### src/rtl/fft_peak_interp_feeder_pkg.sv
// fft_post_pkg: shared defaults, issue FSM states and peak record for the FFT post-process chain
package fft_post_pkg;
  localparam int MAG_W_DEF = 16;
  localparam int NBINS_DEF = 256;
  localparam int DIV_WF = 8;
  localparam int PK_MAG_W = 32;
  localparam int PK_IDX_W = 16;
  function automatic int idx_w(input int nbins);
    return $clog2(nbins);
  endfunction
  typedef enum logic {IDLE, PEND} st_t;
  // fields sized for the widest supported build; users narrow them with casts
  typedef struct packed {
    logic [PK_MAG_W-1:0] l;
    logic [PK_MAG_W-1:0] c;
    logic [PK_MAG_W-1:0] r;
    logic [PK_IDX_W-1:0] bin;
  } peak_t;
endpackage

### src/rtl/fft_peak_interp_feeder_if.sv
// fft_peak_interp_feeder_if: magnitude stream in, divider request and peak side info out
interface fft_peak_interp_feeder_if import fft_post_pkg::*; #(
  parameter int MAG_W = MAG_W_DEF,
  parameter int NBINS = NBINS_DEF
);
  localparam int IDX_W = idx_w(NBINS);
  localparam int DW = MAG_W + 4 + DIV_WF;
  logic s_vld;
  logic [MAG_W-1:0] s_mag;
  logic d_vld;
  logic [DW-1:0] d_dividend;
  logic [DW-1:0] d_divisor;
  logic d_ready;
  logic p_vld;
  logic [IDX_W-1:0] p_bin;
  logic p_neg;
  logic p_flat;
  logic ovf;
  modport master (
    input s_vld, s_mag, d_ready,
    output d_vld, d_dividend, d_divisor, p_vld, p_bin, p_neg, p_flat, ovf
  );
  modport slave (
    output s_vld, s_mag, d_ready,
    input d_vld, d_dividend, d_divisor, p_vld, p_bin, p_neg, p_flat, ovf
  );
endinterface

### src/rtl/fft_peak_interp_feeder_tracker.sv
// peak_window_tracker: bin counter, 3-sample window and first-max capture with a frame-end pulse
module peak_window_tracker import fft_post_pkg::*; #(
  parameter int MAG_W = MAG_W_DEF,
  parameter int NBINS = NBINS_DEF
) (
  input  logic             clk,
  input  logic             rstn,
  input  logic             i_vld,
  input  logic [MAG_W-1:0] i_mag,
  output logic             o_done,
  output peak_t            o_pk
);
  localparam int IDX_W = idx_w(NBINS);
  logic [IDX_W-1:0] r_cnt;
  logic [MAG_W-1:0] r_p1, r_p2;
  logic r_flush;
  peak_t r_best;
  peak_t w_cand;
  logic w_take;
  // the flush cycle evaluates the last bin with a zero right neighbour
  always_comb begin
    w_cand.l = PK_MAG_W'((r_flush || r_cnt > IDX_W'(1)) ? r_p2 : MAG_W'(0));
    w_cand.c = PK_MAG_W'(r_p1);
    w_cand.r = PK_MAG_W'(r_flush ? MAG_W'(0) : i_mag);
    w_cand.bin = PK_IDX_W'(r_flush ? IDX_W'(NBINS - 1) : r_cnt - 1'b1);
  end
  assign w_take = r_cnt == IDX_W'(1) || w_cand.c > r_best.c;
  assign o_done = r_flush;
  assign o_pk = w_take ? w_cand : r_best;
  always_ff @(posedge clk) begin
    if (!rstn) begin
      r_cnt <= '0;
      r_p1 <= '0;
      r_p2 <= '0;
      r_flush <= 1'b0;
      r_best <= '0;
    end else begin
      r_flush <= i_vld && r_cnt == IDX_W'(NBINS - 1);
      if (i_vld) begin
        r_cnt <= r_cnt == IDX_W'(NBINS - 1) ? '0 : r_cnt + 1'b1;
        r_p2 <= r_p1;
        r_p1 <= i_mag;
        if (r_cnt != '0 && w_take) r_best <= w_cand;
      end
    end
  end
endmodule

### src/rtl/fft_peak_interp_feeder.sv
// fft_peak_interp_feeder: peak search plus parabolic-interpolation operands for the divider
// PEAK_MIN_THR_EN adds i_thr: peaks whose centre is below it are reported as flat
module fft_peak_interp_feeder import fft_post_pkg::*; #(
  parameter int MAG_W = MAG_W_DEF,
  parameter int NBINS = NBINS_DEF
) (
  input logic clk,
  input logic rstn,
`ifdef PEAK_MIN_THR_EN
  input logic [MAG_W-1:0] i_thr,
`endif
  fft_peak_interp_feeder_if.master io
);
  localparam int IDX_W = idx_w(NBINS);
  localparam int DW = MAG_W + 4 + DIV_WF;
  peak_t w_pk;
  logic w_done;
  logic [MAG_W-1:0] w_l, w_c, w_r;
  logic signed [MAG_W:0] w_num;
  logic [MAG_W:0] w_abs;
  logic [MAG_W+2:0] w_den;
  logic w_flat;
  st_t r_st;
  logic [DW-1:0] r_dvd, r_dvs;
  logic [IDX_W-1:0] r_bin;
  logic r_neg, r_flat, r_ovf;
  peak_window_tracker #(.MAG_W(MAG_W), .NBINS(NBINS)) u_trk (
    .clk(clk), .rstn(rstn), .i_vld(io.s_vld), .i_mag(io.s_mag), .o_done(w_done), .o_pk(w_pk)
  );
  assign w_l = MAG_W'(w_pk.l);
  assign w_c = MAG_W'(w_pk.c);
  assign w_r = MAG_W'(w_pk.r);
  assign w_num = $signed({1'b0, w_r}) - $signed({1'b0, w_l});
  assign w_abs = w_num[MAG_W] ? $unsigned(-w_num) : $unsigned(w_num);
  // cannot go negative: the centre is the frame maximum
  assign w_den = {1'b0, w_c, 2'b0} - {2'b0, w_l, 1'b0} - {2'b0, w_r, 1'b0};
`ifdef PEAK_MIN_THR_EN
  assign w_flat = w_den == '0 || w_c < i_thr;
`else
  assign w_flat = w_den == '0;
`endif
  always_ff @(posedge clk) begin
    if (!rstn) begin
      r_st <= IDLE;
      r_dvd <= '0;
      r_dvs <= '0;
      r_bin <= '0;
      r_neg <= 1'b0;
      r_flat <= 1'b0;
      r_ovf <= 1'b0;
    end else begin
      if (w_done && r_st == PEND) r_ovf <= 1'b1;
      if (w_done && r_st == IDLE) begin
        r_dvd <= DW'({w_abs, {DIV_WF{1'b0}}});
        r_dvs <= DW'({w_den, {DIV_WF{1'b0}}});
        r_bin <= IDX_W'(w_pk.bin);
        r_neg <= w_num[MAG_W];
        r_flat <= w_flat;
        r_st <= PEND;
      end else if (r_st == PEND && (r_flat || io.d_ready)) r_st <= IDLE;
    end
  end
  assign io.d_vld = r_st == PEND && !r_flat && io.d_ready;
  assign io.p_vld = r_st == PEND && (r_flat || io.d_ready);
  assign io.d_dividend = r_dvd;
  assign io.d_divisor = r_dvs;
  assign io.p_bin = r_bin;
  assign io.p_neg = r_neg;
  assign io.p_flat = r_flat;
  assign io.ovf = r_ovf;
endmodule
### src/flat_wrapper.sv
// flat-port wrapper written by rule: the top's interface ports become plain ports
module fft_peak_interp_feeder_flat import fft_post_pkg::*;
#(
  parameter int MAG_W = MAG_W_DEF,
  parameter int NBINS = NBINS_DEF
)
  (clk, rstn, io_s_vld, io_s_mag, io_d_ready, io_d_vld, io_d_dividend, io_d_divisor, io_p_vld, io_p_bin, io_p_neg, io_p_flat, io_ovf);
  fft_peak_interp_feeder_if #(.MAG_W(MAG_W), .NBINS(NBINS)) io_i ();
  input logic clk;
  input logic rstn;
  input wire logic [$bits(io_i.s_vld)-1:0] io_s_vld;
  input wire logic [$bits(io_i.s_mag)-1:0] io_s_mag;
  input wire logic [$bits(io_i.d_ready)-1:0] io_d_ready;
  output wire logic [$bits(io_i.d_vld)-1:0] io_d_vld;
  output wire logic [$bits(io_i.d_dividend)-1:0] io_d_dividend;
  output wire logic [$bits(io_i.d_divisor)-1:0] io_d_divisor;
  output wire logic [$bits(io_i.p_vld)-1:0] io_p_vld;
  output wire logic [$bits(io_i.p_bin)-1:0] io_p_bin;
  output wire logic [$bits(io_i.p_neg)-1:0] io_p_neg;
  output wire logic [$bits(io_i.p_flat)-1:0] io_p_flat;
  output wire logic [$bits(io_i.ovf)-1:0] io_ovf;
  assign io_i.s_vld = io_s_vld;
  assign io_i.s_mag = io_s_mag;
  assign io_i.d_ready = io_d_ready;
  assign io_d_vld = io_i.d_vld;
  assign io_d_dividend = io_i.d_dividend;
  assign io_d_divisor = io_i.d_divisor;
  assign io_p_vld = io_i.p_vld;
  assign io_p_bin = io_i.p_bin;
  assign io_p_neg = io_i.p_neg;
  assign io_p_flat = io_i.p_flat;
  assign io_ovf = io_i.ovf;
  fft_peak_interp_feeder #(.MAG_W(MAG_W), .NBINS(NBINS)) u_core (.clk(clk), .rstn(rstn), .io(io_i));
endmodule
### config.mk
export PLATFORM = sky130hd
export DESIGN_NAME = fft_peak_interp_feeder_flat
export DESIGN_NICKNAME = d
export VERILOG_FILES = /design/src/rtl/fft_peak_interp_feeder_pkg.sv /design/src/rtl/fft_peak_interp_feeder_if.sv /design/src/rtl/fft_peak_interp_feeder_tracker.sv /design/src/rtl/fft_peak_interp_feeder.sv /design/src/flat_wrapper.sv
export SDC_FILE = /design/constraint.sdc
export NUM_CORES = 1
export LEC_CHECK = 0
export ABC_AREA = 1
export BUFFER_PORTS_ARGS = -buffer_cell sky130_fd_sc_hd__buf_2
export CAP_MARGIN = 20
export CORE_MARGIN = 2
export CORE_UTILIZATION = 30
export CTS_BUF_LIST = sky130_fd_sc_hd__clkbuf_8
export DETAILED_ROUTE_END_ITERATION = 12
export PLACE_DENSITY_LB_ADDON = 0.12
export SETUP_SLACK_MARGIN = 0.5
export SLEW_MARGIN = 20
export SYNTH_ARGS = -nofsm -noshare
export SYNTH_HDL_FRONTEND = slang
export SYNTH_SLANG_ARGS = --single-unit
### constraint.sdc
create_clock -name clk -period 7.3 [get_ports clk]
set_clock_uncertainty 0.15 [all_clocks]
set_input_delay 1.095 -clock clk [delete_from_list [all_inputs] [get_ports clk]]
set_output_delay 1.095 -clock clk [all_outputs]
set_load 0.01 [all_outputs]
# [Word-level counts from Yosys, hierarchy flattened]
# Cells that the tools add are included.
[op_classes] order_cmp=2 mux=8 addsub=6 bitwise=1 n_eq_ne=2 reduce_logical=15
[ops] op="96-bit two-way mux" n=1
[ops] op="16-bit two-way mux" n=3
[ops] op="19-bit logical NOT" n=1
[ops] op="18-bit by 17-bit subtractor with 19-bit output" n=1
[ops] op="19-bit by 17-bit subtractor with 19-bit output" n=1
[ops] op="17-bit two-way mux" n=1
[ops] op="17-bit negator" n=1
[ops] op="16-bit by 16-bit subtractor with 17-bit output" n=1
[ops] op="16-bit greater-than comparator" n=1
[ops] op="8-bit by 1-bit subtractor with 9-bit output, second input constant" n=1
[ops] op="8-bit by 1-bit adder with 8-bit output, second input constant" n=1
[ops] op="8-bit by 1-bit == test with 1-bit output, second input constant" n=1
[ops] op="8-bit == test, second input constant" n=1
[ops] op="8-bit by 1-bit greater-than comparator with 1-bit output, second input constant" n=1
[ops] op="8-bit two-way mux" n=1
[ops] op="8-bit nonzero test" n=1
[ops] op="1-bit logical AND" n=7
[ops] op="1-bit logical OR" n=3
[ops] op="1-bit two-way mux" n=2
[ops] op="2-bit AND reduction" n=1
[ops] op="2-bit nonzero test" n=1
[ops] op="1-bit logical NOT" n=1
[ops] op="1-bit NOT" n=1
[totals] inputBits=20 word_cells=49 out_inout_bits=69 regBits=169

# [Logic depth before layout (Yosys ltp)]
# Gate-level depths: netlist of the first run.
[logic_depth] ltp_word=7 mapped_depth=32 mapped_depth_nobuf=30

# [Modules after synthesis]
# A second synthesis of the first run with hierarchy kept.
[unflattened] cells_unflattened=1601 area_unflattened_um2=10402.5
[modules_own_cells] mod="peak_window_tracker" area_per_inst_um2=5592.9 n_inst=1 cells_per_inst=851 seq_area_each_um2=1961.9
[modules_own_cells] mod="fft_peak_interp_feeder" area_per_inst_um2=4809.6 n_inst=1 cells_per_inst=750 seq_area_each_um2=920.9

# [Worst setup path after synthesis of the first run]
# OpenSTA, ideal clock, no wires.
[synth_path] path_type="reg2reg" from="reg u_core.u_trk.r_best[59] (netlist name)" to="reg u_core.r_dvs[24], in the netlist u_core.io.d_divisor[24]" slack_ns=3.268 setup_ns=0.116 n_path_buf=1 stages_incl_launch_ff=24 required_ns=7.034 synth_period_minus_slack_ns=4.032 t_arrival_ns=3.766 cell_sequence="dfxtp_1 inv_1 ha_1 nand2_1 inv_2 nand3_1 a31oi_1 nor3_1 nand3_1 a21boi_2 clkbuf_1 o21ai_0 fa_1 inv_1 ha_1 a21oi_1 nor2_1 o21ai_0 nand3_1 a21oi_1 xor2_1 nand2_1 o211ai_1 inv_1"
[synth_via] elab_chain_cells=5
[synth_rtl] element="from (decl)" line="fft_peak_interp_feeder_tracker.sv:17" source="peak_t r_best;"
[synth_rtl] element="from (signal assigned)" line="fft_peak_interp_feeder_tracker.sv:43" source="if (r_cnt != '0 && w_take) r_best <= w_cand;"
[synth_rtl] element="16-bit greater-than comparator" line="fft_peak_interp_feeder_tracker.sv:27" source="assign w_take = r_cnt == IDX_W'(1) || w_cand.c > r_best.c;"
[synth_rtl] element="1-bit logical OR" line="fft_peak_interp_feeder_tracker.sv:27"
[synth_rtl] element="96-bit two-way mux (*)" line="fft_peak_interp_feeder_tracker.sv:29" source="assign o_pk = w_take ? w_cand : r_best;"
[synth_rtl] element="18-bit by 17-bit subtractor with 19-bit output" line="fft_peak_interp_feeder.sv:36" source="assign w_den = {1'b0, w_c, 2'b0} - {2'b0, w_l, 1'b0} - {2'b0, w_r, 1'b0};"
[synth_rtl] element="19-bit by 17-bit subtractor with 19-bit output (*)" line="fft_peak_interp_feeder.sv:36"
[synth_rtl] element="to (signal assigned)" line="fft_peak_interp_feeder.sv:55" source="r_dvs <= DW'({w_den, {DIV_WF{1'b0}}});"
[synth_rtl] element="to (decl)" line="fft_peak_interp_feeder.sv:24" source="logic [DW-1:0] r_dvd, r_dvs;"
# Every way passes the cells marked *; elsewhere a longest branch is shown, timed or not.
# A chain may end at the register's enable or synchronous reset.

# [Final worst setup path of the first run]
[layout_path] from="reg u_core.u_trk.r_best[58] (netlist name)" to="reg u_core.r_flat, in the netlist u_core.io.p_flat"
[layout_via] elab_chain_cells=6
[layout_rtl] element="16-bit greater-than comparator" line="fft_peak_interp_feeder_tracker.sv:27"
[layout_rtl] element="1-bit logical OR" line="fft_peak_interp_feeder_tracker.sv:27"
[layout_rtl] element="96-bit two-way mux (*)" line="fft_peak_interp_feeder_tracker.sv:29"
[layout_rtl] element="18-bit by 17-bit subtractor with 19-bit output" line="fft_peak_interp_feeder.sv:36"
[layout_rtl] element="19-bit by 17-bit subtractor with 19-bit output (*)" line="fft_peak_interp_feeder.sv:36"
[layout_rtl] element="19-bit logical NOT (*)" line="fft_peak_interp_feeder.sv:40" source="assign w_flat = w_den == '0;"
[layout_rtl] element="to (signal assigned)" line="fft_peak_interp_feeder.sv:58" source="r_flat <= w_flat;"
[layout_rtl] element="to (decl)" line="fft_peak_interp_feeder.sv:26" source="logic r_neg, r_flat, r_ovf;"
# Marks and branches as above.

==> flow_summary.json, run 1 <==
{
  "post_drt_wl_per_cell_um": 14.7,
  "cts.sinks": 143,
  "nets": 1584,
  "port_buffers": 67,
  "synth_edf_count": 0,
  "area_delta_synth_final_pct": 9.49,
  "die_h_um": 183,
  "cts_tree": "done",
  "instances_no_fill": 1908,
  "worstMarginPinSlew_ns": 1.05,
  "synth_area_per_cell_um2": 6.55,
  "yosysMostFrequentCell": "nand2_1",
  "rsz0062_at_grt": "false",
  "path_max_fanout": 21,
  "maxSlewViolCount": 0,
  "cts_buffer_depth": 2,
  "synth_cells": 1466,
  "worst-path-buf-inv": 6,
  "post_cts_resized": 0,
  "ys_seq_elements": 143,
  "ant_nets": 0,
  "post-cts-setup-buffers": 0,
  "htree_levels": 4,
  "synthTopCellsByCount": "nand2_1, inv_1, a21oi_1",
  "synth.cell_area_um2": 9610,
  "first_pass_iters": 5,
  "powerDensity_nw_per_um2": 369,
  "clk-insertion-delay-late_ns": 0.48,
  "slew_headroom_pct": 29.4,
  "drc": 0,
  "end_kind": "flop",
  "gr-usage-all-layers_pct": 17.1,
  "worstSetupPathType": "reg2reg",
  "hold_class": "reg2reg",
  "status": "finished clean",
  "diodes": 0,
  "max_cap_violations": 0,
  "path_clk_slew_ns": 0.11,
  "grt_max_degree": 94,
  "cts_buffers": 17,
  "vias_per_cell": 4.64,
  "finalSetupViolCount": 0,
  "cp.arrival_ns": 5.62,
  "cpMostUsedCell": "nand2_1",
  "dp.cells": 1876,
  "fp.dieArea_um2": 33500,
  "vias": 8857,
  "ys_warn_count": 0,
  "drt-initial-drc-count": 416,
  "core.rowCount": 65,
  "yosysTopAreaCellShare_pct": 29.8,
  "overflow": 0,
  "io_pins": 89,
  "start_util_pct": 30.4,
  "antenna_found_initial": 0,
  "p_leak_nw": 5.15,
  "die_w_um": 183,
  "hold_viol": 0,
  "grt_pass1_wl_mm": 44.8,
  "root_buffer": "clkbuf_8",
  "start_kind": "flop",
  "synthFlopType": "dfxtp_1",
  "synth_top_area_cell": "dfxtp_1",
  "ys_async_sr_fraction_pct": 0,
  "max-vdd-ir-drop_v": 0.000137,
  "crit_path_top_delay_cell": "a21boi_2",
  "hold_ws_ns": 0.318,
  "critPathTopFamily": "simple AND/OR/NAND/NOR gates",
  "cpPeakStageDelay_ns": 0.70,
  "ys_seq_area_share_pct": 29.8,
  "min_period_ns": 5.38,
  "drive_above_1_share_pct": 10.5,
  "fmax_mhz": 186,
  "core_area_um2": 31600,
  "grt_pass1_vias": 8252,
  "ys_types": 42,
  "fin_crit_sh_pct": 73.6,
  "wirelength_mm": 28.1,
  "required_ns": 7.54,
  "place_congestion": 0.857,
  "total_power_mw": 3.89,
  "tns_ns": 0,
  "netlist_top_cells_area": "dfxtp_1, nand2_1, a21oi_1",
  "dpl.hpwl_mm": 20.8,
  "cts_hold_buf": 0
}
-- area by class of cell --
| cell class | count | area, um^2 |
|---|---|---|
| inverters | 200 | 751 |
| multi-input cells | 1055 | 5600 |
| fillers | 3519 | 21000 |
| clock inverters | 15 | 164 |
| repair buffers | 76 | 403 |
| well taps | 402 | 503 |
| flip-flops and latches | 143 | 2860 |
| clock buffers | 17 | 234 |
-- sequential cells by signal, summed over array words and instances, names as in the netlist --
name	count
u_core.io.p_neg	1
u_core.u_trk.r_p2	16
u_core.u_trk.o_done	1
u_core.u_trk.r_p1	16
u_core.r_st	1
u_core.u_trk.r_cnt	8
u_core.io.d_dividend	16
u_core.io.p_bin	8
u_core.u_trk.r_best	56
u_core.io.p_flat	1
u_core.io.ovf	1
u_core.io.d_divisor	18
-- cell usage in the layout (no fill, tap or decap), drive strengths merged, types with 2 or more instances in the layout --
cell type  netlist  final
xnor2            7      7
a21oi          158    158
o21ai          121    121
ha              54     54
nand2          373    373
nand3b          10     10
buf             47     76
xor2            13     13
clkinv           0      4
inv            200    209
clkinvlp         0      2
conb             1     21
nor3            11     11
fa              17     17
o211ai          11     11
nor2           138    138
nor4             2      2
o31ai            3      3
dfxtp          143    143
a21o             2      2
nand4           10     10
clkbuf          41     17
nand3           97     97
a31oi            2      2
-- through the flow --
stage	utilization [%]	instance area, um^2	setup slack (ns)
after floorplan	-	9680	3.27
after global placement	32.1	10100	1.90
after detailed placement	32.1	10100	1.89
after CTS	33.3	10500	1.85
after global routing	33.3	10500	1.39
final	33.3	10500	1.92
-- final timing paths --
kind	from	end	slack (ns)	cells past startpoint
setup / recovery	u_core.u_trk.r_best[58]$_SDFFE_PN0P_	u_core.io.p_flat$_SDFFE_PN0P_	1.92	29
hold / removal	u_core.u_trk.r_best[2]$_SDFFE_PN0P_	u_core.u_trk.r_best[2]$_SDFFE_PN0P_	0.32	2
setup reg to reg	u_core.u_trk.r_best[58]$_SDFFE_PN0P_	u_core.io.p_flat$_SDFFE_PN0P_	1.92	29
hold reg to reg	u_core.u_trk.r_best[2]$_SDFFE_PN0P_	u_core.u_trk.r_best[2]$_SDFFE_PN0P_	0.32	2
-- logic make-up after synthesis --
| logic type | count (synthesis) | synth area share, % |
|---|---|---|
| and+or+nand+nor | 642 | 28.2 |
| AOI/OAI and AO/OA | 301 | 16.7 |
| DFF | 143 | 29.8 |
| adders and majority gates | 71 | 10.6 |
| xor gates and xnor gates | 20 | 1.82 |
| buffers and inverters | 288 | 12.8 |
| other | 1 | 0.0390 |
-- power breakdown --
| part | internal [mW] | total, mW | switching [mW] |
|---|---|---|---|
| registers | 0.822 | 0.849 | 0.0269 |
| logic | 0.769 | 2.38 | 1.61 |
| clock network | 0.259 | 0.655 | 0.396 |
-- per-layer routing --
layer	part of all wire (%)	track usage, %	wire [um]	vias up
met3	2.5	2.56	701	11
met2	44	27.8	12400	114
met1	53	24.1	14800	4031
met5	0	0	0	-
li1	-	-	-	4701
met4	0.68	3.36	192	0
-- worst register-to-register path, delay by kind of cell (launching register included) --
kind	cells	cell delay (ns)
AOI/OAI and AO/OA	4	1.13
adders and majority gates	3	1.27
buffers and inverters	6	0.84
DFF	1	0.36
and+or+nand+nor	16	1.55
(Power assumes the default switching activity.)
==> run 2: changes to the inputs <==
- clock period: 7.3 -> 5.3 ns (I/O delays scaled with it)
==> flow_summary.json, run 2 (synthesis gave the netlist of run 1 again) <==
{
  "ant_nets": 0,
  "maxSlewViolCount": 0,
  "hold_viol": 0,
  "cpMostUsedCell": "nand2_1",
  "end_kind": "flop",
  "hold_ws_ns": 0.318,
  "die_h_um": 183,
  "grt_pass1_vias": 8241,
  "wirelength_mm": 27.9,
  "fin_ws_ns": 0.829,
  "start_util_pct": 30.4,
  "drt-initial-drc-count": 467,
  "core_area_um2": 31600,
  "start_kind": "flop",
  "grt_pass1_wl_mm": 44.3,
  "root_buffer": "clkbuf_8",
  "io_pins": 89,
  "p_leak_nw": 5.23,
  "first_pass_iters": 5,
  "place_congestion": 0.848,
  "overflow": 0,
  "combPwrFrac_pct": 62.6,
  "area_delta_synth_final_pct": 12.0,
  "fmax_mhz": 224,
  "nets": 1594,
  "utilization_pct": 34.1,
  "finalSetupViolCount": 0,
  "cts.sinks": 143,
  "fp.dieArea_um2": 33500,
  "grt_max_degree": 72,
  "largest_reg_flops": 56,
  "die_w_um": 183,
  "worstSetupPathType": "reg2reg",
  "layout_common_cells": "nand2_1, inv_1, a21oi_1",
  "total_power_mw": 5.49,
  "final_common_cell": "nand2_1",
  "fin_crit_sh_pct": 84.4,
  "path_max_fanout": 26,
  "htree_levels": 4,
  "max_cap_violations": 0,
  "cts_buffers": 17,
  "internal-power_mw": 2.65,
  "vias_per_cell": 4.67,
  "gr-usage-all-layers_pct": 16.9,
  "cpPeakStageDelay_ns": 0.60,
  "max-vdd-ir-drop_v": 0.000185,
  "drive_above_1_share_pct": 13.2,
  "tns_ns": 0,
  "crit_path_top_delay_cell": "fa_1",
  "core.rowCount": 65,
  "min_period_ns": 4.47,
  "rsz0062_at_grt": "true",
  "worstMarginPinSlew_ns": 0.939,
  "diodes": 0,
  "required_ns": 5.55,
  "clk-insertion-delay-late_ns": 0.48,
  "clock_power_share_pct": 16.0,
  "port_buffers": 67,
  "regMostFlops": "u_core.u_trk.r_best",
  "powerDensity_nw_per_um2": 511,
  "slew_headroom_pct": 37.4,
  "status": "finished clean",
  "cts_tree": "done",
  "antenna_found_initial": 0,
  "cp.arrival_ns": 4.72,
  "drc": 0,
  "dp_slack_ns": 0.481,
  "path_clk_slew_ns": 0.10,
  "vias": 8962,
  "post_drt_wl_per_cell_um": 14.6,
  "hold_class": "reg2reg",
  "cts_buffer_depth": 2,
  "power_frac_seq_pct": 21.4,
  "dpl.hpwl_mm": 20.9,
  "netSwitchingFraction_pct": 51.7,
  "crit_chain": "inv_1 -> ha_1 -> a21oi_2 -> o21ai_1 -> nand2_1 -> o211ai_1 -> nand2_1 -> nand3_1 -> a21boi_2 -> buf_8 -> o21ai_0 -> fa_1 -> inv_1 -> ha_1 -> nand2_1 -> nor4_2 -> nand2_1 -> nand2_1 -> nand2_1 -> nand2_1 -> nand3_1 -> nor2_1 -> nand3_1 -> a21oi_1",
  "netSwitchingPower_mw": 2.84
}
[run 2: cell types whose count changed in the layout (fill, tap and decap cells not counted), sizes merged]
cell and delta:
clkinv +1, clkinvlp -1, buf +9, nand2 +1
[run 2: path summary, 6_finish.rpt]
check	start	endpoint	slack, ns	depth (start not counted)
max	u_core.u_trk.r_best[49]$_SDFFE_PN0P_	u_core.io.p_flat$_SDFFE_PN0P_	0.83	24
min	u_core.io.p_bin[7]$_SDFFE_PN0P_	u_core.io.p_bin[7]$_SDFFE_PN0P_	0.32	2
min reg2reg	u_core.io.p_bin[7]$_SDFFE_PN0P_	u_core.io.p_bin[7]$_SDFFE_PN0P_	0.32	2
max reg2reg	u_core.u_trk.r_best[49]$_SDFFE_PN0P_	u_core.io.p_flat$_SDFFE_PN0P_	0.83	24
[run 2: cell type report]
class,instances,area [um^2]
Timing Repair Buffer,85,505
Sequential cell,143,2870
Fill cell,3567,20800
Clock buffer,17,234
Clock inverter,15,141
Inverter,200,754
Tap cell,402,503
Multi-Input combinational cell,1056,5750
[run 2: metrics by stage]
| step | instance area (um^2) | std cells |
|---|---|---|
| after floorplan | 9680 | 1486 |
| after global placement | 10200 | 1880 |
| after detailed placement | 10200 | 1880 |
| after CTS | 10500 | 1912 |
| after global routing | 10800 | 1918 |
| final | 10800 | 1918 |
[run 2: timing repair]
action	CTS	global route
resized for setup	1	58
setup buffers	0	5
setup endpoints to repair	2	19
hold buffers	0	0
pin swaps	0	2
gates cloned	0	1
[run 2: power groups by stage]
stage	logic [mW]	clock network (mW)	registers, mW
2_1_floorplan	2.48	0	1.18
3_3_place_gp	3.27	0	1.20
3_5_place_dp	3.27	0	1.20
4_1_cts	3.29	0.919	1.17
5_1_grt	3.89	0.961	1.18
6_report	3.44	0.880	1.17
[run 2: critical path: cells and delay by family (launching register included)]
kind | cells | cell delay (ns)
adders and majority gates | 3 | 1.31
and+or+nand+nor | 12 | 1.30
AOI/OAI and AO/OA | 6 | 0.92
DFF | 1 | 0.38
buffers and inverters | 3 | 0.34
[run 2: per-layer routing]
metal	up-vias	global-route usage, %	wire length [um]
met5	-	0	0
met4	0	3.55	266
met3	16	2.80	1020
met2	143	26.7	12300
met1	4075	24.2	14300
li1	4728	-	-
